==> config.mk <==
export PLATFORM = sky130hd
export DESIGN_NAME = qnet_dbg_trace_rd
export DESIGN_NICKNAME = d
export VERILOG_FILES = /design/src/rtl/qnet_dbg_trace_rd.sv
export SDC_FILE = /design/constraint.sdc
export NUM_CORES = 1
export LEC_CHECK = 0
export CAP_MARGIN = 25
export CORE_MARGIN = 3
export CORE_UTILIZATION = 40
export DETAILED_ROUTE_END_ITERATION = 8
export SYNTH_ARGS = -nofsm -noshare
export SYNTH_HDL_FRONTEND = slang
export SYNTH_SLANG_ARGS = --single-unit
==> constraint.sdc <==
create_clock -name st_clk_i -period 3.8 [get_ports st_clk_i]
set_clock_uncertainty 0.05 [all_clocks]
set_input_delay 0.76 -clock st_clk_i [delete_from_list [all_inputs] [get_ports st_clk_i]]
set_output_delay 0.76 -clock st_clk_i [all_outputs]
set_load 0.01 [all_outputs]
==> src/rtl/qnet_dbg_trace_rd.sv <==
// QNET command-state debug trace reader: detects history shifts, queues the newest
// state code (optionally timestamped when QNET_DBG_TS_EN is defined) into a FWFT stream FIFO.
module qnet_dbg_trace_rd #(
  parameter int DEPTH = 16
) (
  input  logic                       st_clk_i,
  input  logic                       st_rst_i,
  input  logic                       enable_i,
  input  logic                       clear_i,
  input  logic                       freeze_on_err_i,
  input  logic [31:0]                debug_dt_i,
  output logic [31:0]                m_tdata_o,
  output logic                       m_tvalid_o,
  input  logic                       m_tready_i,
  output logic [$clog2(DEPTH):0]     fill_o,
  output logic [15:0]                drop_cnt_o,
  output logic                       gap_o,
  output logic                       err_o,
  output logic [1:0]                 state_o
);

  localparam int AW = $clog2(DEPTH);
  localparam int FW = AW + 1;
  localparam logic [29:0] WRITER_RST_WORD = 30'h00FB_EFBE;
  localparam logic [5:0]  ST_ERROR_CODE   = 6'd63;

  typedef enum logic [1:0] {
    ST_OFF    = 2'd0,
    ST_RUN    = 2'd1,
    ST_FROZEN = 2'd2
  } state_e;

  state_e          state_q, state_d;
  logic [29:0]     prev_q;
  logic [FW-1:0]   fill_q;
  logic [AW-1:0]   wr_ptr_q, rd_ptr_q;
  logic [31:0]     mem_q [DEPTH];
  logic [15:0]     drop_q;
  logic            gap_q, err_q;
  logic [25:0]     ts_val;

  logic       shift, writer_rst, push_req, gap_hit;
  logic       full, empty, pop, push_ok, drop;
  logic [5:0] code;

  // Bits [31:30] of the debug word are defined as zero and carry nothing.
  logic unused_hi;
  assign unused_hi = &{1'b0, debug_dt_i[31:30]};

  assign code       = debug_dt_i[29:24];
  assign shift      = (debug_dt_i[29:0] != prev_q);
  assign writer_rst = (debug_dt_i[29:0] == WRITER_RST_WORD);
  assign push_req   = shift && !writer_rst && (state_q == ST_RUN);
  // A consistent shift moves the old [29:6] down into the new [23:0].
  assign gap_hit    = push_req && (debug_dt_i[23:0] != prev_q[29:6]);

  assign full    = (fill_q == FW'(DEPTH));
  assign empty   = (fill_q == '0);
  assign pop     = !empty && m_tready_i;
  assign push_ok = push_req && (!full || pop) && !clear_i;
  assign drop    = push_req && full && !pop && !clear_i;

  always_comb begin
    state_d = state_q;
    unique case (state_q)
      ST_OFF:    if (enable_i) state_d = ST_RUN;
      ST_RUN: begin
        if (!enable_i)
          state_d = ST_OFF;
        else if (push_ok && code == ST_ERROR_CODE && freeze_on_err_i)
          state_d = ST_FROZEN;
      end
      ST_FROZEN: if (!enable_i) state_d = ST_OFF;
      default:   state_d = ST_OFF;
    endcase
    if (clear_i) state_d = ST_OFF;
  end

  always_ff @(posedge st_clk_i) begin
    if (st_rst_i) begin
      state_q <= ST_OFF;
      prev_q  <= WRITER_RST_WORD;
    end else begin
      state_q <= state_d;
      prev_q  <= debug_dt_i[29:0];
    end
  end

`ifdef QNET_DBG_TS_EN
  // Counter follows the next state so the first RUN cycle already reads 1.
  logic [25:0] ts_q;
  always_ff @(posedge st_clk_i) begin
    if (st_rst_i)               ts_q <= '0;
    else if (state_d == ST_OFF) ts_q <= '0;
    else                        ts_q <= ts_q + 26'd1;
  end
  assign ts_val = ts_q;
`else
  assign ts_val = '0;
`endif

  // NOTE: the storage array has no reset; validity is tracked by fill/pointers only.
  always_ff @(posedge st_clk_i) begin
    if (push_ok) mem_q[wr_ptr_q] <= {ts_val, code};
  end

  always_ff @(posedge st_clk_i) begin
    if (st_rst_i || clear_i) begin
      wr_ptr_q <= '0;
      rd_ptr_q <= '0;
      fill_q   <= '0;
    end else begin
      if (push_ok) wr_ptr_q <= wr_ptr_q + AW'(1);
      if (pop)     rd_ptr_q <= rd_ptr_q + AW'(1);
      unique case ({push_ok, pop})
        2'b10:   fill_q <= fill_q + FW'(1);
        2'b01:   fill_q <= fill_q - FW'(1);
        default: fill_q <= fill_q;
      endcase
    end
  end

  always_ff @(posedge st_clk_i) begin
    if (st_rst_i || clear_i) begin
      drop_q <= '0;
      gap_q  <= 1'b0;
      err_q  <= 1'b0;
    end else begin
      if (drop && drop_q != 16'hFFFF) drop_q <= drop_q + 16'd1;
      if (gap_hit) gap_q <= 1'b1;
      if (push_ok && code == ST_ERROR_CODE) err_q <= 1'b1;
    end
  end

  assign m_tvalid_o = !empty;
  assign m_tdata_o  = m_tvalid_o ? mem_q[rd_ptr_q] : '0;
  assign fill_o     = fill_q;
  assign drop_cnt_o = drop_q;
  assign gap_o      = gap_q;
  assign err_o      = err_q;
  assign state_o    = state_q;

endmodule

* Yosys cells after proc, flatten, opt, wreduce, memory -nomap -nowiden *
Memories as Yosys holds them, arrays and structs flattened. A register that Yosys moved wholly into a read port is not among the register bits.
Index checks and enable logic that the tools add are counted.

word-level totals
  register bits = 63
  RAM bits = 96
  bits of input ports = 38
  output and inout bits = 58
  word-level logic and storage cells = 62
  memories kept = 1

cells by class
  $add $sub $neg = 5
  equality and inequality tests = 13
  mux-type cells = 11
  reductions and logical operators = 24

memory list
  name   words  width  rd ports  clocked after Yosys merged registers in  write ports  line  source
  mem_q  16     6      1         1                                        1            37    logic [31:0] mem_q [DEPTH];

operators with widths
  kind                     count
  $mux W32                 1
  $eq A30 B24 Y1 const B   1
  $ne A30 B30 Y1           1
  $ne A24 B24 Y1           1
  $add A16 B1 Y16 const B  1
  $ne A16 B16 Y1 const B   1
  $logic_and A1 B1 Y1      12
  $pmux W5 S2              1
  $add A4 B1 Y4 const B    2
  $mux W2                  4
  $mux W4                  2
  $eq A6 B6 Y1 const B     1
  $pmux W2 S3              1
  $add A5 B1 Y5 const B    1
  $eq A5 B5 Y1 const B     1
  $logic_not A1 Y1         5
  $logic_not A5 Y1         1
  $sub A5 B1 Y5 const B    1
  $eq A2 B1 Y1 const B     2
  $eq A2 B2 Y1 const B     2
  $ne A2 B2 Y1 const B     2
  $ne A3 B2 Y1 const B     1
  $reduce_and A3 Y1        1
  $logic_not A2 Y1         1
  other kinds (4)          6

* Longest topological paths before layout *
Gate-level depths: netlist of the first run.

  depth after elaboration = 11
  gate-level depth with buffers = 15
  gate-level depth less buffers = 13

* Worst setup path after synthesis of the first run *
OpenSTA, ideal clock, no wires.

  path type = input to register
  from = in debug_dt_i[12]
  to = reg fill_q[4] (netlist: fill_o[4])
  library setup time = 0.070 ns
  data arrival time = 3.643 ns
  required time = 3.680 ns
  setup slack = 0.037 ns
  stages on the path = 14
  path buffers = 2
  path through = nand4b_1 > nor4_1 > a41oi_2 > o21ai_1 > or3_1 > clkbuf_1 > clkbuf_1 > ha_1 > ha_1 > a21o_1 > a21oi_1 > xor2_1 > or3_1 > a21oi_1

between the ends
  word-level cells in the longest chain between the ends = 8
  elaborated cells on any way between the ends = 11
  those cells by class = eq/ne: 4; mux: 1; reduce/logical: 6

ends and longest elaborated chain
  element                                            line  source
  start, declared                                    11    input logic [31:0] debug_dt_i,
  $eq A30 B24 Y1                                     52    assign writer_rst = (debug_dt_i[29:0] == WRITER_RST_WORD);
  $logic_not A1 Y1                                   53    assign push_req = shift && !writer_rst && (state_q == ST_RUN);
  $logic_and A1 B1 Y1 * (2 in a row)                 53
  $logic_and A1 B1 Y1 * (2 in a row)                 60    assign push_ok = push_req && (!full || pop) && !clear_i;
  $eq A2 B1 Y1 or $eq A2 B2 Y1 (tied branches)       115   unique case ({push_ok, pop})
  $pmux W5 S2 or $reduce_bool A2 Y1 (tied branches)  -
  end signal, assigned                               116   2'b10: fill_q <= fill_q + FW'(1);
  end signal, assigned                               117   2'b01: fill_q <= fill_q - FW'(1);
  end signal, assigned                               118   default: fill_q <= fill_q;
  end, declared                                      35    logic [FW-1:0] fill_q;

Every way passes the cells marked *; elsewhere a longest branch is shown, timed or not.
A chain may end at the register's enable or synchronous reset.

* Worst setup path after layout of the first run *
  from = in debug_dt_i[6]
  to = reg fill_q[4] (netlist: fill_o[4])

Same word-level chain as after synthesis.

==> results.yml, run 1 <==
status:
  outcome: "finished, final reports clean"
critical_path:
  endpoint_kind: "register"
  critPathMaxFanout: 4
  worstPathArrival_ns: 3.93
  path_class: "in2reg"
  rr_worst_depth: 10
  r2r_end: "fill_o[4]$_SDFFE_PP0P_"
  startpoint_type: "primary input"
  r2r_slack_ns: 0.76
  reg2reg_from: "fill_o[0]$_SDFFE_PP0P_"
  required_ns: 4.10
sta:
  tightest_slew_ns: 0.9967
  setup-tns-final_ns: 0
  hold_viol_final: 0
  rsz0062_at_grt: "false"
  finalSetupViolCount: 0
  slew_headroom: 0.3262
  drv_slew: 0
  whs_ns: 0.4282
  timing.final.crit_share: 0.9554
  max_freq_mhz: 275.5
  finalCriticalPeriod_ns: 3.630
synthesis:
  synth_top_area_cell: "edfxtp_1"
  dominantRegCellSynth: "edfxtp_1"
  ys_ff_latch: 163
  synth_most_common_cell: "edfxtp_1"
  yosys_warnings: 0
  synth_common_cells: "edfxtp_1, dfxtp_1, xor2_1, mux4_2, buf_4"
  syn_avg_cell_area_um2: 13.25
  synth_edf_count: 96
  synth_seq_area_share: 0.5827
  netlist_area_um2: 7249
  synthCells: 547
  yosysUniqueCellTypes: 49
  ys_async_sr_fraction: 0
  synth_area_leaders: "edfxtp_1, dfxtp_1, mux4_2"
  synth_top_cell_area_share: 0.3977
route:
  via_count: 4610
  wl_per_cell_um: 17.85
  drc: 0
  avgViaCountPerCell: 5.094
  drtIter0Drc: 167
  drtPass1Iterations: 4
  routed_wl_mm: 16.16
  antenna_left: 0
floorplanning:
  design.core.area_um2: 17540
  die_y_um: 140.6
  die_area_um2: 19780
  pin_count: 96
  initial_core_util: 0.4134
  die_w_um: 140.6
  rows: 48
global_routing:
  antenna_found_initial: 0
  grt.overflow.total: 0
  first_global_vias: 4687
  grt_usage: 0.1722
  grt_max_degree: 32
  grt_pass1_wl_mm: 26.05
layout:
  fin_util: 0.5161
  finalNonFillerCells: 905
  area_delta_synth_final_pct: 24.84
  diodes: 0
  drive_gt1_frac: 0.2191
  nets: 716
min_path:
  min_from: "state_o[1]$_SDFFE_PP0P_"
  holdPathStages: 1
  hold-path-endpoint: "state_o[0]$_SDFFE_PP0P_"
  hp-class: "reg2reg"
clock_tree:
  cts-buffers-inserted: 17
  clock_latency_ns: 0.43
  cts_setup_buffers: 0
  cts.sinks: 163
  htree_levels: 4
  tritoncts: "built"
  cts_root_buf: "clkbuf_16"
  clk_pin_slew_ns: 0.07
  clockBufferDepth: 2
place:
  dp.cells: 873
  dp_hpwl_mm: 11.57
  portBuffers: 67
  place.gp.congestion: 0.8171
run:
  cap_violations: 0
power:
  p_leak_nw: 3.130
  fin_total_pwr_mw: 3.811
  ir_drop_mv: 0.3339
  pwr_density_cell_nw_per_um2: 421.2
## layout by cell type, fill, tap and decap left out, types with 18 or more instances in the layout
cell and n:
xor2_1 44, nor2_1 19, mux4_2 30, nand2_1 20, edfxtp_1 96, dfxtp_1 67, conb_1 26, or2_2 22
clkdlybuf4s50_1 67, buf_4 57, xnor2_1 18
## cell families (layout without fill, tap and decap cells)
group / Yosys count / in the layout / share of synthesized area
adder cells (fa/ha/maj): 11 / 11 / 0.02002
AO/OA/AOI/OAI: 43 / 43 / 0.03832
XOR/XNOR: 62 / 62 / 0.07490
AND/OR/NAND/NOR: 171 / 171 / 0.1353
other: 1 / 26 / 0.0005173
multiplexers: 38 / 38 / 0.1042
flip-flops: 163 / 163 / 0.5827
buffers and inverters: 58 / 166 / 0.04401
## repair_timing
| action | CTS | global route |
|---|---|---|
| hold buffers | 0 | 0 |
| endpoints found under the setup margin | 0 | 1 |
| resized for setup | 0 | 1 |
| hold endpoints to repair | 0 | 0 |
## stage by stage
stage | setup WS [ns] | area, µm²
final | 0.1696 | 9050
after global routing | 0.03830 | 9050
after CTS | 0.1218 | 9047
after detailed placement | -0.3188 | 8458
after global placement | -0.2797 | 8458
after floorplan | 0.03729 | 7343
## cell type report
class                   count  area, µm²
fillers                  1499       8487
repair buffers            125       1119
clock inverters            15      163.9
flip-flops and latches    163       4224
multi-input cells         351       2803
clock buffers              17      425.4
inverters                   9      33.78
well taps                 225      281.5
## flip-flops by register name, indices dropped and copies added, names as in the netlist, named ones only
signal / cells
drop_cnt_o: 16
err_o: 1
fill_o: 5
gap_o: 1
mem_q: 96
prev_q: 30
rd_ptr_q: 4
state_o: 2
wr_ptr_q: 4
## where the power goes
group,internal (mW),switching (mW)
clock,0.889,0.801
sequential,1.88,0.0155
combinational,0.108,0.113
## layer usage
layer,up-vias,global-route usage,routed length (µm)
met5,-,0,0
met4,0,0.05048,240
met3,21,0.03867,641
met2,106,0.2825,7928
met1,2263,0.2308,7347
li1,2220,-,-
## worst max-delay path, cell delays in order
cell and delay, ns:
clkdlybuf4s50_1 0.54, nand4b_1 0.13, nor4_1 0.07, buf_4 0.13
a41oi_2 0.19, o21ai_1 0.11, or3_1 0.44, ha_2 0.25
fa_1 0.41, a21o_1 0.17, a21oi_1 0.16, xor2_1 0.10
or3_1 0.32, a21oi_1 0.13
## how the worst max path moves through the flow
stage	start	end	cells after the start
global placement	debug_dt_i[6]	fill_o[4]$_SDFFE_PP0P_	14
global route	debug_dt_i[6]	fill_o[4]$_SDFFE_PP0P_	14
CTS	debug_dt_i[6]	fill_o[4]$_SDFFE_PP0P_	14
floorplan	debug_dt_i[12]	fill_o[4]$_SDFFE_PP0P_	14
finish	debug_dt_i[6]	fill_o[4]$_SDFFE_PP0P_	14
detailed placement	debug_dt_i[6]	fill_o[4]$_SDFFE_PP0P_	14
(Power assumes the default switching activity.)
==> run 2: changes to the inputs <==
--- a/config.mk
+++ b/config.mk
@@ -5,7 +5,7 @@
 export SDC_FILE = /design/constraint.sdc
 export NUM_CORES = 1
 export LEC_CHECK = 0
-export CAP_MARGIN = 25
+export CAP_MARGIN = 20
 export CORE_MARGIN = 3
 export CORE_UTILIZATION = 40
 export DETAILED_ROUTE_END_ITERATION = 8
==> results of run 2 <==
The final DEF is identical to that of run 1; final timing and power are the same.
==> run 3: changes to the inputs <==
--- a/config.mk
+++ b/config.mk
@@ -7,8 +7,9 @@
 export LEC_CHECK = 0
 export CAP_MARGIN = 20
 export CORE_MARGIN = 3
-export CORE_UTILIZATION = 40
+export CORE_UTILIZATION = 49
 export DETAILED_ROUTE_END_ITERATION = 8
+export PLACE_DENSITY = 0.75
 export SYNTH_ARGS = -nofsm -noshare
 export SYNTH_HDL_FRONTEND = slang
 export SYNTH_SLANG_ARGS = --single-unit
==> run 3 against run 2 <==
  * Non-clock buffer count increased by 12
  * Maximum frequency up 0.14%
  * Count of clock-buffer cells in the layout increased by 3
  * First-iteration DRC count increased to 2.5 times the previous value
  * Register-to-register slack worse by 0.03 ns
  * Utilization grew 13 points
  * Cell count fell by 3.6%
  * Global-route usage up 3.3 points
  * Final area is 1.2% higher
  * Sequential share of layout area shrank 0.55 points
  * Routed wire length shrank 1.1%
  * Die area down 18%
==> results.yml, run 3 (synthesis gave the netlist of run 1 again) <==
critical_path:
  critPathMaxFanout: 6
  slowest_stage: "clkdlybuf4s50_1"
  cp_slowest_stage_delay_ns: 0.46
  startpoint_type: "primary input"
  required_ns: 4.10
  endpoint_kind: "register"
  path_class: "in2reg"
  path_cells: "clkdlybuf4s50_1, buf_4, xor2_1, nor4_2, nand4_1, o21ai_1, or3_1, ha_1, fa_1, a21o_1, a21oi_1, xor2_1, or3_1, a21oi_1"
  worstPathArrival_ns: 3.93
route:
  routed_wl_mm: 15.98
  avgViaCountPerCell: 5.521
  drc: 0
  wl_per_cell_um: 18.32
  via_count: 4814
  antenna_left: 0
  drtIter0Drc: 421
  drtPass1Iterations: 5
sta:
  rsz0062_at_grt: "false"
  setup-tns-final_ns: 0
  finalCriticalPeriod_ns: 3.625
  tightest_slew_ns: 0.9429
  finalSetupViolCount: 0
  drv_slew: 0
  slew_headroom: 0.3625
  max_freq_mhz: 275.8
  timing.final.crit_share: 0.9540
  post-route-worst-setup-slack_ns: 0.1746
  hold_viol_final: 0
min_path:
  hp-class: "reg2reg"
layout:
  final_common_cell: "edfxtp_1"
  fin_util: 0.6472
  area_delta_synth_final_pct: 26.32
  diodes: 0
  final_cell_mix: "edfxtp_1, buf_4, dfxtp_1, clkdlybuf4s50_1, xor2_1"
  largest_reg_flops: 96
  nets: 728
  drive_gt1_frac: 0.2254
  top_register: "mem_q"
  finalNonFillerCells: 872
  num-fill-cells: 1044
place:
  dp.cells: 840
  dp_hpwl_mm: 11.24
  portBuffers: 67
  pre_cts_ws_ns: -0.3439
  place.gp.congestion: 0.8489
clock_tree:
  cts-buffers-inserted: 17
  cts.sinks: 163
  clock_latency_ns: 0.43
  post_cts_resized: 0
  cts_hold_buf: 0
  cts_setup_buffers: 0
  clk_pin_slew_ns: 0.06
  tritoncts: "built"
  cts_root_buf: "clkbuf_16"
  clockBufferDepth: 2
  htree_levels: 4
status:
  outcome: "finished, final reports clean"
run:
  cap_violations: 0
floorplanning:
  pin_count: 96
  rows: 43
  die_w_um: 127.6
  die_area_um2: 16290
  design.core.area_um2: 14150
  initial_core_util: 0.5123
  die_y_um: 127.6
global_routing:
  grt_usage: 0.2052
  grt_max_degree: 37
  antenna_found_initial: 0
  grt_pass1_wl_mm: 25.61
  first_global_vias: 4915
  grt.overflow.total: 0
power:
  ir_drop_mv: 0.3019
  p_leak_nw: 3.216
  pwr_density_cell_nw_per_um2: 439.1
run 3: critical path, delay by kind of cell:
kind | cells | cell delay (ns)
compound gates | 4 | 0.59
xor+xnor | 2 | 0.28
fa+ha+maj | 2 | 0.70
buf+inv | 2 | 0.63
simple gates | 4 | 0.96
run 3: final timing paths:
path | startpoint | endpoint | slack (ns) | cells after the start
worst max-delay path | debug_dt_i[27] | fill_o[4]$_SDFFE_PP0P_ | 0.17 | 14
worst min register to register | state_o[1]$_SDFFE_PP0P_ | state_o[0]$_SDFFE_PP0P_ | 0.42 | 1
worst max register to register | fill_o[0]$_SDFFE_PP0P_ | fill_o[4]$_SDFFE_PP0P_ | 0.73 | 10
worst min-delay path | state_o[1]$_SDFFE_PP0P_ | state_o[0]$_SDFFE_PP0P_ | 0.42 | 1
run 3: metrics by stage:
stage	hold WS (ns)	cell area, µm²	power, mW
after floorplan	0.4326	7343	2.054
after global placement	0.4021	8504	2.158
after detailed placement	0.4221	8504	2.166
after CTS	0.4275	9151	4.045
after global routing	0.4362	9158	4.139
final	0.4247	9158	4.021
run 3: cell type report:
type                       count  area (µm²)  area share
sequential                   163        4224      0.4613
multi-input combinational    351        2806      0.3065
timing repair buffer         137        1221      0.1334
clock buffer                  20       436.7     0.04768
tap                          180       225.2     0.02459
clock inverter                12       210.2     0.02295
inverter                       9       33.78    0.003689
run 3: power breakdown:
group | internal [mW] | switching (mW)
clock network | 1.22 | 0.668
registers | 1.89 | 0.0157
logic | 0.114 | 0.113
run 3: routing by layer:
layer  share of wire  global-route usage
met3           0.061             0.04515
met2            0.51              0.3490
met4           0.015             0.07179
met5               0                   0
met1            0.41              0.2604
